===== src/rtl/uart_tx_periph.sv =====
// Purpose: memory-mapped 8N1 UART transmitter with a small TX FIFO and DATA/STATUS/CTRL registers.
// Latency: register reads return one cycle after ren; a byte written to an idle, empty FIFO drives its start bit two cycles after the write.
// Backpressure: none on the bus; a DATA write to a full FIFO drops the byte and sets the sticky overflow flag.
module uart_tx_periph #(
    parameter int CLKS_PER_BIT = 104,
    parameter int FIFO_DEPTH   = 4
) (
    input  logic        clk,
    input  logic        rst,
    input  logic        wen,
    input  logic        ren,
    input  logic [1:0]  addr,
    input  logic [31:0] wdata,
    output logic [31:0] rdata,
    output logic        tx,
    output logic        busy
);
    localparam int PW = $clog2(FIFO_DEPTH);
    localparam int CW = PW + 1;
    localparam int BW = $clog2(CLKS_PER_BIT);

    localparam logic [1:0] ADDR_DATA   = 2'd0;
    localparam logic [1:0] ADDR_STATUS = 2'd1;
    localparam logic [1:0] ADDR_CTRL   = 2'd2;

    typedef enum logic [1:0] {
        S_IDLE,
        S_START,
        S_DATA,
        S_STOP
    } state_t;

    // FIFO storage and bookkeeping
    logic [7:0]    fifo_mem [FIFO_DEPTH];
    logic [PW-1:0] wr_ptr;
    logic [PW-1:0] rd_ptr;
    logic [CW-1:0] count;
    logic          fifo_full;
    logic          fifo_empty;
    logic          push_req;
    logic          push;
    logic          pop;

    // Control / status registers
    logic          enable;
    logic          overflow;
    logic [31:0]   status_word;
    logic [4:0]    count_field;

    // Transmit FSM state
    state_t        state;
    state_t        state_nxt;
    logic [BW-1:0] baud_cnt;
    logic [BW-1:0] baud_nxt;
    logic [2:0]    bit_cnt;
    logic [2:0]    bit_nxt;
    logic [7:0]    shift;
    logic [7:0]    shift_nxt;
    logic          tx_nxt;
    logic          busy_nxt;
    logic          baud_end;

    // Upper write-data bits have no meaning in any register
    logic          unused_wdata_hi;
    assign unused_wdata_hi = ^wdata[31:8];

    assign fifo_full  = (count == CW'(FIFO_DEPTH));
    assign fifo_empty = (count == '0);
    assign push_req   = wen && (addr == ADDR_DATA);
    // Fullness is judged before any same-cycle pop, so a push to a full FIFO is always dropped
    assign push       = push_req && !fifo_full;
    assign baud_end   = (baud_cnt == BW'(CLKS_PER_BIT - 1));

    assign count_field = 5'(count);
    assign status_word = {23'd0, count_field, overflow, busy, fifo_empty, fifo_full};

    // FIFO data array; contents need no reset because count gates every read
    always_ff @(posedge clk) begin
        if (push) begin
            fifo_mem[wr_ptr] <= wdata[7:0];
        end
    end

    // FIFO pointers and occupancy count
    always_ff @(posedge clk) begin
        if (rst) begin
            wr_ptr <= '0;
            rd_ptr <= '0;
            count  <= '0;
        end else begin
            if (push) begin
                wr_ptr <= wr_ptr + PW'(1);
            end
            if (pop) begin
                rd_ptr <= rd_ptr + PW'(1);
            end
            case ({push, pop})
                2'b10:   count <= count + CW'(1);
                2'b01:   count <= count - CW'(1);
                default: count <= count;
            endcase
        end
    end

    // Bus-visible registers and the registered read port (reads see pre-write values)
    always_ff @(posedge clk) begin
        if (rst) begin
            enable   <= 1'b1;
            overflow <= 1'b0;
            rdata    <= '0;
        end else begin
            if (wen && (addr == ADDR_CTRL)) begin
                enable <= wdata[0];
            end
            if (push_req && fifo_full) begin
                overflow <= 1'b1;
            end else if (wen && (addr == ADDR_STATUS) && wdata[3]) begin
                overflow <= 1'b0;
            end
            if (ren) begin
                case (addr)
                    ADDR_STATUS: rdata <= status_word;
                    ADDR_CTRL:   rdata <= {31'd0, enable};
                    default:     rdata <= '0;
                endcase
            end
        end
    end

    // Transmit FSM state, counters, shifter and registered line outputs
    always_ff @(posedge clk) begin
        if (rst) begin
            state    <= S_IDLE;
            baud_cnt <= '0;
            bit_cnt  <= '0;
            shift    <= '0;
            tx       <= 1'b1;
            busy     <= 1'b0;
        end else begin
            state    <= state_nxt;
            baud_cnt <= baud_nxt;
            bit_cnt  <= bit_nxt;
            shift    <= shift_nxt;
            tx       <= tx_nxt;
            busy     <= busy_nxt;
        end
    end

    // Next-state logic; line outputs are derived from the next state so they register with it
    always_comb begin
        state_nxt = state;
        baud_nxt  = baud_cnt;
        bit_nxt   = bit_cnt;
        shift_nxt = shift;
        pop       = 1'b0;
        tx_nxt    = 1'b1;
        busy_nxt  = 1'b0;

        case (state)
            S_IDLE: begin
                if (enable && !fifo_empty) begin
                    pop       = 1'b1;
                    shift_nxt = fifo_mem[rd_ptr];
                    baud_nxt  = '0;
                    state_nxt = S_START;
                end
            end
            S_START: begin
                if (baud_end) begin
                    baud_nxt  = '0;
                    bit_nxt   = '0;
                    state_nxt = S_DATA;
                end else begin
                    baud_nxt = baud_cnt + BW'(1);
                end
            end
            S_DATA: begin
                if (baud_end) begin
                    baud_nxt  = '0;
                    shift_nxt = {1'b0, shift[7:1]};
                    if (bit_cnt == 3'd7) begin
                        bit_nxt   = '0;
                        state_nxt = S_STOP;
                    end else begin
                        bit_nxt = bit_cnt + 3'd1;
                    end
                end else begin
                    baud_nxt = baud_cnt + BW'(1);
                end
            end
            S_STOP: begin
                if (baud_end) begin
                    baud_nxt = '0;
                    // Chain straight into the next start bit so queued bytes leave with no gap
                    if (enable && !fifo_empty) begin
                        pop       = 1'b1;
                        shift_nxt = fifo_mem[rd_ptr];
                        state_nxt = S_START;
                    end else begin
                        state_nxt = S_IDLE;
                    end
                end else begin
                    baud_nxt = baud_cnt + BW'(1);
                end
            end
            default: begin
                state_nxt = S_IDLE;
            end
        endcase

        case (state_nxt)
            S_START: tx_nxt = 1'b0;
            S_DATA:  tx_nxt = shift_nxt[0];
            default: tx_nxt = 1'b1;
        endcase
        busy_nxt = (state_nxt != S_IDLE);
    end
endmodule


===== config.mk =====
export PLATFORM = sky130hd
export DESIGN_NAME = uart_tx_periph
export DESIGN_NICKNAME = d
export VERILOG_FILES = /design/src/rtl/uart_tx_periph.sv
export SDC_FILE = /design/constraint.sdc
export NUM_CORES = 1
export LEC_CHECK = 0
export ABC_AREA = 0
export CAP_MARGIN = 20
export CORE_MARGIN = 2
export CORE_UTILIZATION = 50
export CTS_CLUSTER_DIAMETER = 50
export DETAILED_ROUTE_END_ITERATION = 7
export GPL_ROUTABILITY_DRIVEN = 0
export HOLD_SLACK_MARGIN = 0.06
export MAX_ROUTING_LAYER = met4
export PLACE_DENSITY = 0.81
export SETUP_SLACK_MARGIN = 0.3
export SYNTH_ARGS = -nofsm -noshare
export SYNTH_HDL_FRONTEND = slang
export SYNTH_SLANG_ARGS = --single-unit

===== constraint.sdc =====
create_clock -name clk -period 4.3 [get_ports clk]
set_input_delay 0.645 -clock clk [delete_from_list [all_inputs] [get_ports clk]]
set_output_delay 0.645 -clock clk [all_outputs]
set_load 0.005 [all_outputs]

# --- Word level (Yosys, flattened, before mapping) ---
# Memory sizes are Yosys's and may differ from the RTL's. A register that Yosys moved wholly into a read port is not among the register bits.
# Index checks and enable logic that the tools add are counted.
totals:
  reg_bits: 63
  ramBits: 32
  inputBits: 38
  output_inout_bits: 34
  word_cells: 86
  n_memories: 1
op_classes:
  addsub: 6
  eq_ne: 16
  mux: 30
  n_reduce_logical: 20
mem_list:
  columns: ["memory", "depth", "width", "rd", "rd_clocked_by_memory_dff", "write_ports", "line_no", "rtl"]
  rows:
  - ["fifo_mem", 4, 8, 1, 1, 1, "34", "logic [7:0] fifo_mem [FIFO_DEPTH];"]
ops:
  columns: ["cell", "n"]
  rows:
  - ["$pmux 7 s2", 2]
  - ["$mux 8", 3]
  - ["$pmux 8 s3", 1]
  - ["$mux 2", 7]
  - ["$mux 7", 2]
  - ["$pmux 3 s2", 2]
  - ["$eq 2x2->1 const B", 5]
  - ["$mux 3", 3]
  - ["$eq 2x1->1 const B", 4]
  - ["$ne 2x2->1 const B", 4]
  - ["$pmux 2 s4", 1]
  - ["$reduce_bool 2->1", 4]
  - ["$add 7x1->7 const B", 1]
  - ["$eq 7x7->1 const B", 1]
  - ["$logic_and 1x1->1", 7]
  - ["$mux 1", 7]
  - ["$add 3x1->3 const B", 2]
  - ["$eq 3x3->1 const B", 2]
  - ["$reduce_and 3->1", 2]
  - ["$add 2x1->2 const B", 2]
  - ["$logic_not 2->1", 2]
  - ["$pmux 1 s2", 2]
  - ["$logic_not 3->1", 1]
  - ["$reduce_bool 3->1", 1]
  - ["3 further kinds", 4]

# --- Longest topological paths before layout ---
logic_depth:
  word_depth: 8
  mapped_depth: 11
  mapped_depth_nobuf: 11

# --- Worst setup path before layout ---
# No wires, ideal clock.
synth_timing:
  kind: "reg2reg"
  startpoint: "register baud_cnt[0]"
  endpoint: "register count[2]"
  setup_ps: 70
  arrival_time_ps: 2490
  t_required_ps: 4230
  path_slack_ps: 1740
  stages_incl_launch_ff: 12
  path_buffers: 1
  synth_period_minus_slack_ps: 2560
  path_cell_list: "dfxtp_1 -> ha_1 -> and2_1 -> buf_2 -> a31oi_2 -> nor3_1 -> ha_1 -> inv_1 -> fa_1 -> xor2_1 -> or3_1 -> a21oi_1"
synth_between:
  elab_chain_len: 5
  elab_cells_between_ends: 7
  classes_between: "3 x eq/ne; 3 x mux; 1 x reduce/logical"
synth_lines:
  columns: ["element", "line_no", "rtl"]
  rows:
  - ["from (decl)", "53", "logic [BW-1:0] baud_cnt;"]
  - ["from (signal assigned)", "141", "baud_cnt <= baud_nxt;"]
  - ["$eq 7x7->1 (*)", "72", "assign baud_end = (baud_cnt == BW'(CLKS_PER_BIT - 1));"]
  - ["$mux 1 (*)", "192", "if (baud_end) begin"]
  - ["$pmux 1 s2 (*)", "159", "case (state)"]
  - ["named net pop", "42", "logic pop;"]
  - ["$eq 2x1->1 or $eq 2x2->1 (tied branches)", "97", "case ({push, pop})"]
  - ["$pmux 3 s2 or $reduce_bool 2->1 (tied branches)", null, null]
  - ["to (signal assigned)", "98", "2'b10: count <= count + CW'(1);"]
  - ["to (signal assigned)", "99", "2'b01: count <= count - CW'(1);"]
  - ["to (signal assigned)", "100", "default: count <= count;"]
  - ["to (decl)", "37", "logic [CW-1:0] count;"]
# The timed path passes the listed nets; every way through them passes the cells marked *.
# A chain may end at the register's enable or synchronous reset.

# --- Final worst setup path ---
# Ends and elaborated chain as after synthesis.

==> run_results.csv <==
group,metric,value,unit
synthesis,synthArstFlopShare,0,
layout,fin_util,0.569,
route,wl,5860,um
grt,top_usage_layer,"met2",
grt,grt_usage,0.167,
grt,globalRouteMet3Util,0.0512,
layout,final_area,0.00383,mm2
layout,final_layout_size_suffix_gt1_frac,0.0893,
route,via_per_inst,5.36,
placement,dpl.hpwl,4000,um
floorplan,start_util,0.512,
timing,period_share,0.706,
clock_network,cts_setup_buffers,0,
clock_network,clockBufferDepth,2,
run_status,status,"finished, final reports clean",
power_and_ir_drop,p_int,1.29,mW
route,drc,0,
power_and_ir_drop,p_clk_frac,0.295,
timing,slew_headroom,0.505,
worst_setup_path,cp_max_fo,10,
job,maxCapViolations,0,
timing,holdWs,0.472,ns
floorplan,coreArea,0.00672,mm2
worst_setup_path,cp-start-kind,"register",
worst_setup_path,cp-startpoint,"baud_cnt[0]",
grt,grt_use_met2,0.256,
floorplan,ios,72,
power_and_ir_drop,switching_power,0.612,mW
placement,port_buffers,22,
synthesis,ys.flop_type,"dfxtp_1",
synthesis,synthDistinctLibCells,50,
timing,fin_crit,3.04,ns
placement,dp.cells,400,
timing,tns,0,ns
timing,finalMaxSlewViolations,0,
synthesis,ys_seq_elements,72,
power_and_ir_drop,vdd_drop_max,352,uV
route,wire_per_inst,14.1,um
timing,setup_viol,0,
floorplan,die_h,86.9,um
clock_network,cts-root-buf,"clkbuf_8",
worst_setup_path,r2r-start,"baud_cnt[0]",
worst_setup_path,cp_data_arrival_time,3.33,ns
clock_network,cts_made_buffers,9,
clock_network,clock-sinks,72,
synthesis,synth_area_per_cell,11.1,um2
clock_network,cts_max_level,3,
grt,grt_max_degree,20,
grt,grt_overflow,0,
layout,layout_commonest_cell,"dfxtp_1",
timing,setup_ws,1.26,ns
power_and_ir_drop,pwr-share-seq,0.444,
grt,grt_pass1_vias,2082,
route,num_vias,2231,
grt,grt_antenna_before_repair,0,
clock_network,tritoncts,"yes",
clock_network,cts_repair_resize_count,0,
clock_network,ctsHoldBuffers,0,
worst_setup_path,criticalPathCategory,"register to register",
clock_network,clkTransAtPathRegs,0.09,ns
placement,placed_cell_area,0.00362,mm2
power_and_ir_drop,combPwrFrac,0.261,
layout,final_cells,416,
power_and_ir_drop,p_total,1.91,mW
timing,finalHoldViolCount,0,
layout,finish.net_count,385,
worst_setup_path,critPathRequiredTime,4.59,ns
power_and_ir_drop,power.density,498,mW/mm2
layout,area_delta_synth_final,11.3,%
route,drt_first_pass_iters,4,
layout,num_antenna_cells,0,
grt,use_met1,0.201,
synthesis,seq_area_frac_synth,0.512,
timing,timing.fmax,329,MHz
grt,grt_pass1_wl,9370,um
timing,rsz0062_at_grt,"false",
worst_hold_path,hp-class,"register to register",
placement,dp_worst_setup_slack,1.29,ns
clock_network,clock_latency,0.36,ns
synthesis,synth_edf_count,32,
power_and_ir_drop,p_leak,1.39,nW
route,drt-initial-drc-count,95,
synthesis,synthCells,311,
timing,fin_skew,0.0120,ns
worst_hold_path,worstHoldStart,"overflow",
worst_setup_path,endpoint_kind,"register",
synthesis,synthesis.area,0.00344,mm2
synthesis,synth_warnings,0,
layout,layout_common_cells,"dfxtp_1 (40), edfxtp_1 (32), nor2_1 (30)",
power_and_ir_drop,swShare,0.321,
timing,worstMarginPinSlew,0.737,ns
floorplan,die_width,86.9,um
floorplan,dieArea,0.00756,mm2
floorplan,rows,30,
route,ant_nets,0,
-- cell type report --
type | count | area [um2]
Clock buffer | 9 | 124
Clock inverter | 7 | 82.6
Fill cell | 561 | 2890
Inverter | 11 | 41.3
Multi-Input combinational cell | 213 | 1480
Sequential cell | 72 | 1760
Tap cell | 80 | 100
Timing Repair Buffer | 24 | 235
-- cells in the mapped netlist (all sizes together) (3+ instances only) --
master / n / area [um2]
and3: 3 / 18.8
a21oi: 18 / 90.1
mux2i: 7 / 70.1
buf: 29 / 206
a31oi: 3 / 25.0
and2: 7 / 43.8
o21ai: 15 / 75.1
nand3: 9 / 45.0
nor2: 30 / 113
inv: 11 / 41.3
xnor2: 3 / 26.3
dfxtp: 40 / 801
edfxtp: 32 / 961
a22o: 6 / 52.6
nand2b: 7 / 43.8
nand4: 4 / 25.0
nand2: 14 / 55.1
a22oi: 3 / 22.5
clkbuf: 10 / 37.5
ha: 15 / 188
nor2b: 4 / 25.0
mux4: 8 / 180
nor3: 5 / 25.0
-- metal layers --
layer,vias up,wire [um]
li1,1117,-
met1,1050,2700
met2,50,2810
met3,14,199
met4,0,146
met5,-,0
-- critical path, cell delays in order (launching register included) --
cell	delay (ns)
dfxtp_1	0.37
ha_1	0.22
and2_1	0.36
a31oi_2	0.29
nor3_1	0.42
ha_1	0.26
inv_1	0.06
fa_1	0.38
xor2_1	0.16
or3_1	0.31
a21oi_1	0.14
-- sequential cells by signal, summed over array words and instances (netlist names), named ones only --
name      cells
enable        1
busy          1
overflow      1
state         2
tx            1
rdata         7
bit_cnt       3
baud_cnt      7
rd_ptr        2
fifo_mem     32
shift         8
count         3
wr_ptr        2
-- cells by family after synthesis --
| group | after synthesis | share of synthesized area |
|---|---|---|
| flops | 72 | 0.512 |
| compound gates | 60 | 0.119 |
| fa+ha+maj | 16 | 0.0604 |
| xor+xnor | 5 | 0.0127 |
| simple gates | 92 | 0.139 |
| buf+inv | 50 | 0.0830 |
| mux | 15 | 0.0728 |
| other cells | 1 | 0.00109 |
-- worst paths after layout --
path	to	slack [ns]	cells after the start
hold reg to reg	overflow	0.47	2
setup / recovery	count[2]	1.26	10
hold / removal	overflow	0.47	2
setup reg to reg	count[2]	1.26	10
-- power by group through the flow --
stage	clock (mW)	sequential (mW)	combinational, mW
after floorplan	0	0.836	0.414
after CTS	0.571	0.847	0.501
final	0.562	0.846	0.497
after global placement	0	0.859	0.483
after detailed placement	0	0.862	0.500
after global routing	0.593	0.859	0.555
Note: power is estimated with default switching activity, not from simulation.
